## src/rtl/atc_e_stage.sv

```systemverilog
`default_nettype none
// ============================================================================
//  Module   : atc_e_stage
//  Purpose  : D->E attribute register, load-use / MDU hazard detection and
//             stall generation for the five-stage MIPS pipeline.
//  Revision : 1.0  initial release
// ============================================================================
module atc_e_stage #(
    parameter int unsigned MULT_CYC = 5,
    parameter int unsigned DIV_CYC  = 10
) (
    input  logic       clk,
    input  logic       rst,
    input  logic [4:0] ra1D,
    input  logic [4:0] ra2D,
    input  logic [4:0] waD,
    input  logic [2:0] resD,
    input  logic [1:0] tuse1D,
    input  logic [1:0] tuse2D,
    input  logic [1:0] mdD,
    input  logic       mduseD,
    input  logic [4:0] waM,
    input  logic [2:0] resM,
    output logic [4:0] ra1E,
    output logic [4:0] ra2E,
    output logic [4:0] waE,
    output logic [2:0] resE,
    output logic       stall,
    output logic       busy
);

    localparam logic [2:0] c_RES_NW  = 3'd0;
    localparam logic [2:0] c_RES_ALU = 3'd1;
    localparam logic [2:0] c_RES_DM  = 3'd2;
    localparam logic [2:0] c_RES_MD  = 3'd4;

    localparam logic [1:0] c_MD_MULT = 2'd1;
    localparam logic [1:0] c_MD_DIV  = 2'd2;

    localparam logic [3:0] c_MULT_LD = 4'(MULT_CYC);
    localparam logic [3:0] c_DIV_LD  = 4'(DIV_CYC);

    logic [1:0] r_start;
    logic [3:0] r_cnt;
    logic       w_hz_rs;
    logic       w_hz_rt;
    logic       w_busy;

    // Writes to $0 never create a dependency.
    function automatic logic f_match(input logic [4:0] r, input logic [4:0] w);
        return (r == w) && (w != 5'd0);
    endfunction

    // Only hazards that forwarding cannot cover: loads in E/M, ALU/MD in E
    // against a same-cycle consumer. PC results and NW never stall.
    function automatic logic f_hazard(
        input logic [4:0] r,
        input logic [1:0] tuse,
        input logic [4:0] wa_e,
        input logic [2:0] res_e,
        input logic [4:0] wa_m,
        input logic [2:0] res_m
    );
        logic hit_e;
        logic hit_m;
        hit_e = f_match(r, wa_e);
        hit_m = f_match(r, wa_m);
        return ((res_e == c_RES_DM) && hit_e && ((tuse == 2'd0) || (tuse == 2'd1)))
             | (((res_e == c_RES_ALU) || (res_e == c_RES_MD)) && hit_e && (tuse == 2'd0))
             | ((res_m == c_RES_DM) && hit_m && (tuse == 2'd0));
    endfunction

    always_comb begin
        w_hz_rs = f_hazard(ra1D, tuse1D, waE, resE, waM, resM);
        w_hz_rt = f_hazard(ra2D, tuse2D, waE, resE, waM, resM);
        w_busy  = (r_start != 2'd0) || (r_cnt != 4'd0);
    end

    assign busy  = w_busy;
    assign stall = w_hz_rs | w_hz_rt | (mduseD & w_busy);

    // A stalled cycle inserts a bubble, so a pending MDU start is dropped
    // until the instruction actually enters E.
    always_ff @(posedge clk or posedge rst) begin
        if (rst) begin
            ra1E    <= 5'd0;
            ra2E    <= 5'd0;
            waE     <= 5'd0;
            resE    <= c_RES_NW;
            r_start <= 2'd0;
        end else if (stall) begin
            ra1E    <= 5'd0;
            ra2E    <= 5'd0;
            waE     <= 5'd0;
            resE    <= c_RES_NW;
            r_start <= 2'd0;
        end else begin
            ra1E    <= ra1D;
            ra2E    <= ra2D;
            waE     <= waD;
            resE    <= resD;
            r_start <= mdD;
        end
    end

    always_ff @(posedge clk or posedge rst) begin
        if (rst) begin
            r_cnt <= 4'd0;
        end else if (r_start == c_MD_MULT) begin
            r_cnt <= c_MULT_LD;
        end else if (r_start == c_MD_DIV) begin
            r_cnt <= c_DIV_LD;
        end else if (r_cnt != 4'd0) begin
            r_cnt <= r_cnt - 4'd1;
        end
    end

endmodule
`default_nettype wire

```

## config.mk

```make
export PLATFORM = sky130hd
export DESIGN_NAME = atc_e_stage
export DESIGN_NICKNAME = d
export VERILOG_FILES = /design/src/rtl/atc_e_stage.sv
export SDC_FILE = /design/constraint.sdc
export NUM_CORES = 1
export LEC_CHECK = 0
export BUFFER_PORTS_ARGS = -buffer_cell sky130_fd_sc_hd__buf_4
export CAP_MARGIN = 10
export CORE_ASPECT_RATIO = 1.2
export CORE_UTILIZATION = 43
export DETAILED_ROUTE_END_ITERATION = 16
export PLACE_DENSITY = 0.88
export SYNTH_ARGS = -nofsm -noshare
export SYNTH_HDL_FRONTEND = slang
export SYNTH_SLANG_ARGS = --single-unit
```

## constraint.sdc

```tcl
create_clock -name clk -period 2 [get_ports clk]
set_input_delay 0.3 -clock clk [delete_from_list [all_inputs] [get_ports clk]]
set_output_delay 0.3 -clock clk [all_outputs]
set_load 0.05 [all_outputs]
```

==> impl_metrics.ini, run 1 <==
[status]
status = finished, violations left
violations = hold timing, setup timing

[finish]
antenna_cells = 0
drive_above_1_share = 0.416
synthToLayoutAreaGrowth_pct = 47.3
final_area_mm2 = 0.00195
layout.nets = 247

[clock_network]
cts_made_buffers = 3
clk_latency_ps = 320
tritoncts = done
cts-root-buf = clkbuf_4
cts_max_path_buffers = 2
clock_sinks = 24
ctsHtreeMaxLevel = 1
clk_pin_slew_ps = 140
cts_hold_buf = 0

[sta]
layout_min_cycle_time_ps = 2450
hold_ws_ps = -1.57
setup_viol = 2
timing.fmax_mhz = 407
rsz0062_at_grt = yes
fin_ws_ps = -455
relSlewSlack = 0.786
tightest_slew_ps = 320
slew_violations = 0
skew_ps = 5.37
period_share = 1.23
setup_tns_ps = -907
hold_viol_final = 6

[grt]
track_usage = 0.238
gr-total-overflow = 0
grt_max_degree = 25
grt_pass1_wl_mm = 5.87
grt_pass1_vias = 1322
grt_antenna_before_repair = 0

[placed_design]
place_congestion = 0.962
pre_cts_ws_ps = -99.5
post_dp_cell_area_mm2 = 0.00179
io_buffer_count = 54
hpwl_mm = 2.67

[pwr]
internal_power_uw = 1170
swShare = 0.347
peakVddDrop_mv = 0.662
p_per_area_mw_per_mm2 = 921
power_switching_uw = 622
combPwrFrac = 0.446
clockPowerShare = 0.201
leakage_uw = 0.00101
seq_power_share = 0.352

[floorplanning]
die_w_um = 52.6
die_y_um = 62.7
fp-row-count = 21
start_util = 0.461
core_area_mm2 = 0.00286
boundaryPins = 55
die_area_mm2 = 0.00330

[drt]
drt_iter0_drc = 41
wl_per_cell_um = 15.1
vias = 1303
drt_first_pass_iters = 5
drc = 0
drt_wl_total_mm = 3.67
ant_nets = 0
vias_per_cell = 5.36

[yosys]
syn_area_per_cell_um2 = 9.37
synth-seq-area-share = 0.455
synth_top_area_share = 0.455
yosysWarnings = 0
async_flop_share = 1.00
syn_inst = 141
synth_top_area_cell = dfrtp_1
synth_edf_count = 0
synth_cell_types = 31
syn_nets = 178
yosysMostFrequentCell = nor2_1
post_synth_main_area_contributors = dfrtp_1 45%, xor2_1 13%, nand3_1 7.6%
yosys_register_bits = 24
syn_area_mm2 = 0.00132
synthTopCellsByCount = 26 x nor2_1, 24 x dfrtp_1, 20 x nand3_1, 20 x xor2_1
synthFlopType = dfrtp_1

[worst_setup_path]
worst_ep_required_time_ps = 1700
cp-end-kind = primary output
critical_path_class = reg -> out
crit_arrival_ps = 2150
cp-start-kind = flip-flop
worstPathMaxFanout = 2

[worst_hold_path]
hold_path.class = in -> async

[flow_run]
maxCapViolCount = 0
[critical path: stages, from the launching register on]
cell and delay, ps:
dfrtp_1 410, inv_2 80, ha_4 130, or3b_4 370
or3_4 360, buf_4 150, buf_6 100, buf_6 100
buf_8 140
[sequential cells by signal (all words and copies together), names as in the netlist]
| name | flops |
|---|---|
| r_cnt | 4 |
| ra1E | 5 |
| r_start | 2 |
| resE | 3 |
| ra2E | 5 |
| waE | 5 |
[cells in the final DEF, fill, tap and decap left out, types with 2 or more instances in the layout]
cell type / synthesis / final
nor2_1: 26 / 26
buf_6: 2 / 3
nand2_1: 2 / 2
buf_4: 0 / 67
maj3_1: 2 / 2
nor4_1: 4 / 4
dfrtp_1: 24 / 24
or3b_2: 3 / 3
inv_2: 0 / 2
nand2b_1: 2 / 2
nor3_1: 4 / 4
inv_1: 4 / 2
xor2_1: 20 / 20
clkbuf_4: 0 / 3
o2111ai_1: 2 / 2
nand3_1: 20 / 20
a21oi_1: 4 / 4
o21ai_0: 2 / 2
[logic make-up after synthesis]
family | Yosys count | synth area share
AND/OR/NAND/NOR | 69 | 0.265
adder cells (fa/ha/maj) | 4 | 0.0341
buffers and inverters | 11 | 0.0435
XOR/XNOR | 21 | 0.139
flip-flops | 24 | 0.455
multiplexers | 1 | 0.00852
AO/OA/AOI/OAI | 11 | 0.0549
[per-stage QoR]
stage	cells	utilization	total power, uW	hold slack [ps]
finish	243	0.679	1790	-1.57
floorplan	141	-	1040	315
global placement	231	0.626	1270	364
CTS	239	0.665	1730	10.3
global route	243	0.679	1880	42.2
detailed placement	231	0.626	1300	370
[worst paths after layout]
path                            start  endpoint  slack [ps]  depth (start not counted)
max                          r_cnt[0]      busy        -450                          8
min                               rst   ra2E[4]          -2                          3
max reg2reg                  r_cnt[0]   resE[0]         130                          8
min reg2reg                r_start[0]  r_cnt[0]         640                          2
max in group asynchronous         rst   ra1E[2]        1770                          3
min in group clk              resD[1]   resE[1]         190                          3
[layout make-up]
class,count,area (um2)
Clock buffer,3,22.5
Tap cell,34,42.5
Fill cell,224,918
Multi-Input combinational cell,106,683
Sequential cell,24,601
Clock inverter,1,30.0
Timing Repair Buffer,71,552
Inverter,4,15.0
[power groups by stage]
stage / Clock, uW / Sequential (uW) / Combinational [uW]
global route: 377 / 644 / 863
global placement: 0 / 627 / 647
CTS: 361 / 627 / 738
detailed placement: 0 / 635 / 664
floorplan: 0 / 743 / 298
finish: 361 / 631 / 800
[what timing repair did]
| item | CTS | global route |
|---|---|---|
| setup endpoints to repair | 2 | 3 |
| resized for setup | 8 | 4 |
| pin swaps | 1 | 0 |
| buffers inserted | 4 | 5 |
[layer usage]
layer	global-route usage	routed length (um)	vias to the layer above
met2	0.403	1820	71
li1	-	-	616
met5	0	0	-
met1	0.292	1430	600
met3	0.0462	283	16
met4	0.0822	132	0
No activity file was read; power rests on OpenSTA's default activity.
==> inputs of run 2 (changes only) <==
CORE_UTILIZATION = 47   (was 43)
PLACE_DENSITY = 0.91   (was 0.88)
clock period = 2.32 ns   (was 2 ns; I/O delays follow)
==> run 2 against run 1 <==
The run ends with setup timing left. Total power down 18%. Via count down 3.0%. Sequential power down 14%. Combinational power down 21%. Non-clock buffer count down 7.
==> impl_metrics.ini, run 2 (synthesis results as in run 1) <==
[grt]
grt_pass1_wl_mm = 5.78
grt_max_degree = 25
track_usage = 0.261
gr-total-overflow = 0
grt_antenna_before_repair = 0
grt_pass1_vias = 1353

[pwr]
clockPowerShare = 0.207
power_switching_uw = 518
combPwrFrac = 0.427
p_per_area_mw_per_mm2 = 790
internal_power_uw = 961
seq_power_share = 0.366
swShare = 0.350
leakage_uw = 0.000968
peakVddDrop_mv = 0.480

[drt]
ant_nets = 0
drc = 0
vias = 1264
drt_first_pass_iters = 4
drt_wl_total_mm = 3.52
wl_per_cell_um = 15.0
drt_iter0_drc = 45
vias_per_cell = 5.38

[floorplanning]
start_util = 0.508
fp-row-count = 20
die_y_um = 60.1
core_area_mm2 = 0.00260
die_area_mm2 = 0.00303
boundaryPins = 55
die_w_um = 50.4

[finish]
synthToLayoutAreaGrowth_pct = 41.7
stdcell_count = 235
multi_input_area_um2 = 678
fillers = 198
ff_latch_area_um2 = 601
antenna_cells = 0
mostFrequentLayoutCell = buf_4
layout.nets = 240
drive_above_1_share = 0.396
final_cell_mix = 63 x buf_4, 26 x nor2_1, 24 x dfrtp_1, 20 x xor2_1, 20 x nand3_1
reg_top3 = ra1E: 5 flops, ra2E: 5 flops, waE: 5 flops

[clock_network]
ctsHtreeMaxLevel = 1
tritoncts = done
cts_hold_buf = 0
clk_pin_slew_ps = 130
clock_sinks = 24
clk_latency_ps = 320
cts-root-buf = clkbuf_4
cts_made_buffers = 3
cts_max_path_buffers = 2

[worst_hold_path]
hold_path.class = in -> async

[sta]
timing.fmax_mhz = 401
period_share = 1.07
layout_min_cycle_time_ps = 2490
slew_violations = 0
hold_ws_ps = 192
tightest_slew_ps = 869
hold_viol_final = 0
fin_ws_ps = -172
relSlewSlack = 0.420
rsz0062_at_grt = yes
skew_ps = 2.56
setup_viol = 1

[status]
violations = setup timing
status = finished, violations left

[worst_setup_path]
cp-start-kind = flip-flop
r2r_setup_slack_ps = 450
reg2reg_depth = 8
r2r-end = ra1E[3]
critPathCapture = stall
worstPathMaxFanout = 2
startpoint = r_cnt[0]
critical_path_class = reg -> out
r2r-start = r_cnt[0]
crit_arrival_ps = 2140
worst_ep_required_time_ps = 1970
cp-end-kind = primary output

[placed_design]
hpwl_mm = 2.51
dp_cells = 225
io_buffer_count = 54
place_congestion = 0.809

[flow_run]
maxCapViolCount = 0
==> run 2: changes by cell type in the layout (fill, tap and decap cells not counted) <==
cell	previous run	this run
buf_4	67	63
buf_6	3	1
buf_8	1	0
nand2_2	0	1
nand2_4	1	0
==> run 2: what timing repair did <==
action / in CTS / in global routing
setup endpoints to repair: 1 / 1
setup buffers: 3 / 3
pin swaps: 1 / 0
hold endpoints to repair: 0 / 0
resized for setup: 6 / 0
==> run 2: how the worst min path moves through the flow <==
stage / startpoint / endpoint / slack [ps] / cells past startpoint
final: rst / ra2E[0] / 190 / 2
after floorplan: rst / r_cnt[0] / 360 / 1
after global placement: r_start[0] / r_cnt[2] / 560 / 2
after CTS: rst / ra2E[0] / 210 / 2
after global routing: resD[1] / resE[1] / 220 / 3
after detailed placement: r_start[0] / r_cnt[2] / 560 / 2
==> run 2: final cells by class <==
class / count / area share
Multi-Input combinational cell: 106 / 0.362
Sequential cell: 24 / 0.321
Timing Repair Buffer: 64 / 0.259
Tap cell: 33 / 0.0221
Clock inverter: 1 / 0.0160
Clock buffer: 3 / 0.0120
Inverter: 4 / 0.00802
==> run 2: worst max-delay path, stage by stage, from the launching register on <==
cell and delay (ps):
dfrtp_1 410, inv_2 80, ha_4 130, or3b_4 370, or3_4 350, nand2_2 80, o21ai_2 50, nand3b_1 170
buf_6 170
==> run 2: power by group through the flow <==
stage               clock network [uW]  logic [uW]  registers [uW]
finish                             306         632             541
global route                       330         686             548
CTS                                307         594             538
detailed placement                   0         518             548
global placement                     0         495             541
floorplan                            0         257             640
==> run 2: metal layers <==
layer	track usage	vias to the layer above	routed length (um)	share of wire
met3	0.0662	9	307	0.087
met5	0	-	0	0
met2	0.470	56	1860	0.53
met1	0.281	601	1260	0.36
met4	0.139	0	89	0.025
li1	-	598	-	-
==> run 2: per-stage QoR <==
step / util / total power (uW) / setup TNS [ps] / setup slack [ps] / instance area (um2)
6_report: 0.719 / 1480 / -172 / -172 / 1870
5_1_grt: 0.719 / 1560 / -289 / -289 / 1870
4_1_cts: 0.711 / 1440 / -174 / -174 / 1850
3_5_place_dp: 0.675 / 1070 / 0 / 111 / 1760
3_3_place_gp: 0.675 / 1040 / 0 / 197 / 1760
2_1_floorplan: - / 897 / -179 / -179 / 1320
